## src/rtl/limb_fetch.sv

```systemverilog
// limb_fetch: Limb CPU fetch stage (PC, ROM addressing, decoder handshake, hardware call stack); define LIMB_FETCH_RAS_CHECK_EN to halt on stack faults
module limb_fetch #(
  parameter int RAS_DEPTH = 16
) (
  input  logic                       clk,
  input  logic                       reset,
  output logic [7:0]                 rom_addr,
  input  logic [31:0]                rom_data,
  output logic [31:0]                ir,
  output logic [7:0]                 ir_pc,
  output logic                       ir_valid,
  input  logic                       ir_ready,
  input  logic                       br_take,
  input  logic                       call_take,
  input  logic                       ret_take,
  input  logic [7:0]                 target,
  output logic [$clog2(RAS_DEPTH):0] ras_count,
  output logic                       ras_err
);
  localparam int PW = $clog2(RAS_DEPTH);
  localparam logic [PW:0] C1 = 1;
  localparam logic [PW-1:0] P1 = 1;
`ifdef LIMB_FETCH_RAS_CHECK_EN
  typedef enum logic [1:0] {RUN, FLUSH, HALT} state_t;
  logic r_err, w_err_n, w_fault;
`else
  typedef enum logic {RUN, FLUSH} state_t;
`endif
  state_t r_state, w_state_n;
  logic [7:0] r_pc, w_pc_n, r_ir_pc, w_ir_pc_n;
  logic [31:0] r_ir, w_ir_n;
  logic r_valid, w_valid_n, w_push, w_fire, w_redir, w_full, w_empty;
  logic [PW:0] r_cnt, w_cnt_n;
  logic [PW-1:0] r_wp, w_wp_n, w_top;
  logic [7:0] r_stack [RAS_DEPTH];

  assign w_fire  = r_valid & ir_ready;
  assign w_redir = br_take | call_take | ret_take;
  assign w_full  = r_cnt == (PW+1)'(RAS_DEPTH);
  assign w_empty = r_cnt == '0;
  assign w_top   = r_wp - P1;
`ifdef LIMB_FETCH_RAS_CHECK_EN
  assign w_fault = ret_take ? w_empty : call_take & w_full;
  assign ras_err = r_err;
`else
  assign ras_err = 1'b0;
`endif
  assign rom_addr  = r_pc;
  assign ir        = r_ir;
  assign ir_pc     = r_ir_pc;
  assign ir_valid  = r_valid;
  assign ras_count = r_cnt;

  // next-state: flush bubble, redirect handling (ret > call > br), or sequential fetch
  always_comb begin
    w_state_n = r_state;
    w_pc_n    = r_pc;
    w_ir_n    = r_ir;
    w_ir_pc_n = r_ir_pc;
    w_valid_n = r_valid;
    w_cnt_n   = r_cnt;
    w_wp_n    = r_wp;
    w_push    = 1'b0;
`ifdef LIMB_FETCH_RAS_CHECK_EN
    w_err_n   = r_err;
`endif
    if (r_state == FLUSH) w_state_n = RUN;
    else if (r_state == RUN && w_fire && w_redir) begin
      w_valid_n = 1'b0;
      w_state_n = FLUSH;
`ifdef LIMB_FETCH_RAS_CHECK_EN
      if (w_fault) begin
        w_state_n = HALT;
        w_err_n   = 1'b1;
      end else
`endif
      if (ret_take) begin
        w_pc_n  = r_stack[w_top];
        w_wp_n  = w_top;
        w_cnt_n = w_empty ? r_cnt : r_cnt - C1;
      end else if (call_take) begin
        w_push  = 1'b1;
        w_pc_n  = target;
        w_wp_n  = r_wp + P1;
        w_cnt_n = w_full ? r_cnt : r_cnt + C1;
      end else w_pc_n = target;
    end else if (r_state == RUN && (w_fire || !r_valid)) begin
      w_ir_n    = rom_data;
      w_ir_pc_n = r_pc;
      w_valid_n = 1'b1;
      w_pc_n    = r_pc + 8'd1;
    end
  end

  // state and datapath registers
  always_ff @(posedge clk) begin
    if (reset) begin
      r_state <= RUN;
      r_pc    <= '0;
      r_ir    <= '0;
      r_ir_pc <= '0;
      r_valid <= 1'b0;
      r_cnt   <= '0;
      r_wp    <= '0;
`ifdef LIMB_FETCH_RAS_CHECK_EN
      r_err   <= 1'b0;
`endif
    end else begin
      r_state <= w_state_n;
      r_pc    <= w_pc_n;
      r_ir    <= w_ir_n;
      r_ir_pc <= w_ir_pc_n;
      r_valid <= w_valid_n;
      r_cnt   <= w_cnt_n;
      r_wp    <= w_wp_n;
`ifdef LIMB_FETCH_RAS_CHECK_EN
      r_err   <= w_err_n;
`endif
    end
  end

  // circular return-address storage; contents survive reset
  always_ff @(posedge clk) if (!reset && w_push) r_stack[r_wp] <= r_ir_pc + 8'd1;
endmodule

```

## config.mk

```make
export PLATFORM = sky130hd
export DESIGN_NAME = limb_fetch
export DESIGN_NICKNAME = d
export VERILOG_FILES = /design/src/rtl/limb_fetch.sv
export SDC_FILE = /design/constraint.sdc
export NUM_CORES = 1
export LEC_CHECK = 0
export BUFFER_PORTS_ARGS = -buffer_cell sky130_fd_sc_hd__buf_2
export CORE_MARGIN = 3
export CORE_UTILIZATION = 50
export CTS_CLUSTER_SIZE = 30
export DETAILED_ROUTE_END_ITERATION = 12
export HOLD_SLACK_MARGIN = 0.05
export PLACE_DENSITY = 0.75
export SYNTH_ARGS = -nofsm -noshare
export SYNTH_HDL_FRONTEND = slang
export SYNTH_SLANG_ARGS = --single-unit
export TNS_END_PERCENT = 50
```

## constraint.sdc

```tcl
create_clock -name clk -period 3.4 [get_ports clk]
set_input_delay 0.17 -clock clk [delete_from_list [all_inputs] [get_ports clk]]
set_output_delay 0.17 -clock clk [all_outputs]
set_load 0.01 [all_outputs]
```

Yosys cells after proc, flatten, opt, wreduce, memory -nomap -nowiden. Memory sizes are Yosys's and may differ from the RTL's. Index checks and enable logic that the tools add are counted.

Word-level logic and storage cells: 55. Memories kept: 1. Bits in writable memories: 128. Bits in registers: 59. Output and inout port bits: 55. Latch bits: 0. Memory bits (read-only): 0. Bits of input ports: 46.

Memories: r_stack (words 16, width 8, read ports 1, clocked after memory_dff 0, wr ports 1, RTL line 35) `logic [7:0] r_stack [RAS_DEPTH];`.

Reductions and logical operators: 15. Mux-type cells: 18. Equal/unequal tests: 3. Add/subtract/negate cells: 6. Bitwise logic cells: 5. Divide/modulo/power cells: 0. Magnitude comparators: 0. Shift operators: 0. Multipliers: 0.

Operators by type and width (count): 8-bit two-way mux (3); 5-bit two-way mux (4); 8-bit by 1-bit adder with 8-bit output, second input constant (2); 1-bit two-way mux (9); 4-bit two-way mux (2); 3-bit AND reduction (2); 5-bit by 1-bit adder with 5-bit output, second input constant (1); 5-bit == test, second input constant (1); 5-bit zero test (1); 5-bit AND reduction (1); 5-bit by 1-bit subtractor with 5-bit output, second input constant (1); 4-bit by 1-bit adder with 4-bit output, second input constant (1); 1-bit logical AND (4); 2-bit inequality test, second input constant (2); 2-bit nonzero test (2); 4-bit by 1-bit subtractor with 4-bit output, second input constant (1); 1-bit zero test (2); 1-bit NOT (2); 1-bit bitwise OR (2); 2-bit AND reduction (1); 2-bit OR reduction (1); 1-bit bitwise AND (1); 1-bit logical OR (1).

Longest topological paths before layout.
Depth in word-level cells: 8. Gate-level depth with buffers: 11. Gate-level depth less buffers: 7.

Worst setup path after synthesis. Ideal clock, no wire load.

Path type: reg2reg. Start: register r_wp[0]. End: register r_pc[3] (netlist: rom_addr[3]). Data required time: 3.284 ns. Period minus slack after synthesis: 3.016 ns. Stages on the path, launching flop included: 11. Setup time: 0.116 ns. Arrival: 2.900 ns. Buffers on the path: 3. Setup slack: 0.384 ns. Cell sequence: dfxtp_1 > buf_2 > buf_2 > clkinv_1 > ha_1 > xor2_4 > buf_6 > mux4_2 > mux2i_1 > o2111ai_1 > and4_1.

Longest elaborated chain between the ends: 4.

Ends and longest elaborated chain: start, declared (RTL line 34) `logic [PW-1:0] r_wp, w_wp_n, w_top;`; start signal, assigned (RTL line 115) `r_wp <= w_wp_n;`; 4-bit by 1-bit subtractor with 4-bit output (RTL line 41) `assign w_top = r_wp - P1;`; memory 16 x 8 bit; 8-bit two-way mux (RTL line 77) `if (ret_take) begin`; 8-bit two-way mux (RTL line 68) `else if (r_state == RUN && w_fire && w_redir) begin`; end signal, assigned (RTL line 110) `r_pc <= w_pc_n;`; end, declared (RTL line 30) `logic [7:0] r_pc, w_pc_n, r_ir_pc, w_ir_pc_n;`.

Every way passes these cells. A chain may end at the register's enable or synchronous reset.

Final worst setup path.
Start: register r_wp[1]. End: register r_pc[4] (netlist: rom_addr[4]).

Same word-level chain as after synthesis.

==> flow_summary.ini <==
[placement]
place_area_um2 = 8590
dpl.cell_count = 894
io_buffer_count = 99
pre_cts_slack_ns = 0.689
place_congestion = 0.845
post-dp-hpwl_um = 12000

[synthesis]
synth_mux_area_share_pct = 10.0
synth.avg_cell_area_um2 = 13.1
syn_inst = 596
synth_edf_count = 128
synth_top_family_by_area = simple AND/OR/NAND/NOR gates
synthFlopType = edfxtp_1
synth_area_um2 = 7820
synthesis.nets = 652
ys_seq_area_share_pct = 64.3
yosys_register_bits = 187
synth_adder_area_share_pct = 1.70
synthSimpleGateAreaFrac_pct = 11.4
async_flop_share_pct = 0
synth-compound-area-share_pct = 7.60
yosys_warnings = 0
synthDistinctLibCells = 56
synth-xor-area-share_pct = 2.26

[worst_setup_path]
arrival_ns = 3.10
slowest_stage = mux4_2
crit_chain = inv_1 > ha_1 > xor2_4 > mux4_2 > mux2i_1 > o2111ai_1 > and4_1
cp-end-kind = register
cp.required_ns = 3.73
start_kind = register
cp_max_fo = 14
worst-setup-path-type = reg -> reg
critical_path.max_stage_delay_ns = 0.57

[layout]
final_area_um2 = 9500
antennaDiodeCount = 0
fin_util_pct = 62.3
layout-drive-gt1-share_pct = 24.4
nets = 790
synthToLayoutAreaGrowth_pct = 21.5
layout_commonest_cell = edfxtp_1
stdcell_count = 958
final_cell_mix = edfxtp_1 (128), nand2_1 (108), buf_2 (99)

[routing]
num_vias = 5441
final_antenna_net_count = 0
vias_per_cell = 5.68
firstDrtPassIters = 5
drt_iter0_drc = 602
wl_per_cell_um = 19.6
routed_wl_um = 18800
drc = 0

[cts]
clk_pin_slew_ns = 0.07
clock_latency_ns = 0.43
cts_buffers = 17
htree_levels = 4
cts_tree = yes
post-cts-setup-buffer-count = 0
cts-root-buf = clkbuf_16
clock_path_buffers = 2
clock_sinks = 187
post_cts_resized = 0

[power_and_ir_drop]
power_mw = 5.16
p_leak_nw = 3.59
vdd.ir_drop.worst_v = 0.000393
power.density_nw_per_um2 = 543

[floorplanning]
die_x_um = 131
die-height_um = 131
pin_count = 101
core-area_um2 = 15300
dieArea_um2 = 17200
start_util_pct = 51.2
rows = 45

[sta]
min_period_ns = 2.77
worst_pin_slew_ns = 1.13
slew_headroom_pct = 24.5
rsz0062_at_grt = false
fmax_ghz = 0.360
setup_violations = 0
timing.hold.ws_ns = 0.168
report.final.hold_viol_count = 0
setup-tns-final_ns = 0
fin_ws_ns = 0.625
fin_crit_sh_pct = 81.6
finalMaxSlewViolations = 0
fin_skew_ns = 0.00677

[grt]
grt_pass1_vias = 5338
grt-ovfl-total = 0
antenna_found_initial = 0
grt_start_max_net_pins = 60
track_usage_pct = 22.3
grt_pass1_wl_um = 28500

[worst_hold_path]
worstHoldPathType = in -> reg

[run_status]
status = completed

[run]
maxCapViolations = 0
## synth_stat cells, types with 2 or more instances
master / n / area (um^2)
o22ai_1: 3 / 18.8
nand2b_1: 3 / 18.8
mux2i_1: 12 / 120
mux4_2: 22 / 495
buf_6: 3 / 33.8
nor2b_1: 3 / 18.8
clkbuf_1: 19 / 71.3
xor2_1: 3 / 26.3
mux4_1: 6 / 158
nand2_1: 108 / 405
a21o_1: 2 / 15.0
ha_1: 9 / 113
o2111ai_1: 6 / 52.6
nand3b_1: 2 / 15.0
or2_2: 2 / 12.5
and3_1: 5 / 31.3
nand4_1: 3 / 18.8
dfxtp_1: 59 / 1180
a211oi_1: 2 / 15.0
o31ai_1: 2 / 15.0
xnor2_1: 14 / 123
nand3_1: 15 / 75.1
nor2_1: 33 / 124
edfxtp_1: 128 / 3840
inv_1: 10 / 37.5
o311a_1: 2 / 20.0
a221oi_2: 2 / 30.0
a32oi_1: 6 / 52.6
nor4_2: 2 / 25.0
and4_1: 2 / 17.5
nor3_1: 11 / 55.1
buf_2: 9 / 45.0
a21oi_1: 52 / 260
a21boi_0: 3 / 22.5
o21ai_0: 9 / 45.0
or4_1: 3 / 22.5
nand4b_1: 2 / 17.5
## flip-flops by register name, indices dropped and copies added (netlist names)
name and flops:
r_wp 4, rom_addr 8, ras_count 5, ir 32, ir_valid 1, r_state 1, ir_pc 8, r_stack 128
## worst max-delay path: cells and delay by family (launching register included)
family          cells  cell delay [ns]
flops               1             0.48
mux                 2             0.82
fa+ha+maj           1             0.30
xor+xnor            1             0.53
simple gates        1             0.28
buf+inv             1             0.11
compound gates      1             0.15
## area by class of cell
| type | count | area, um^2 |
|---|---|---|
| Clock inverter | 9 | 83.8 |
| Fill cell | 1070 | 5760 |
| Multi-Input combinational cell | 363 | 2590 |
| Sequential cell | 187 | 5020 |
| Inverter | 12 | 45.0 |
| Timing Repair Buffer | 153 | 981 |
| Tap cell | 211 | 264 |
| Clock buffer | 23 | 510 |
## power by group
part	switching, mW	internal, mW
Clock	0.831	1.14
Combinational	0.366	0.273
Sequential	0.0599	2.49
## logic make-up after synthesis
| kind of cell | after synthesis |
|---|---|
| compound gates | 95 |
| other cells | 1 |
| flops | 187 |
| fa+ha+maj | 10 |
| buf+inv | 46 |
| mux | 41 |
| xor+xnor | 18 |
| simple gates | 198 |
## timing repair
action / 4_1_cts / 5_1_grt
hold buffers: 32 / 0
endpoints found under the setup margin: 0 / 0
endpoints found under the hold margin: 32 / 0
## worst paths after layout
check             from           to  slack [ns]  depth (start not counted)
max            r_wp[1]  rom_addr[4]        0.63                          7
min          target[0]  rom_addr[0]        0.17                          3
max reg2reg    r_wp[1]  rom_addr[4]        0.63                          7
min reg2reg     ir[15]       ir[15]        0.45                          2
## layer usage
layer	global-route usage [%]	up-vias	share of wire, %
met1	28.5	2679	42
li1	-	2488	-
met4	6.96	0	1.9
met3	4.88	29	7.0
met2	38.1	245	50
met5	0	-	0
Note: power is estimated with default switching activity, not from simulation.
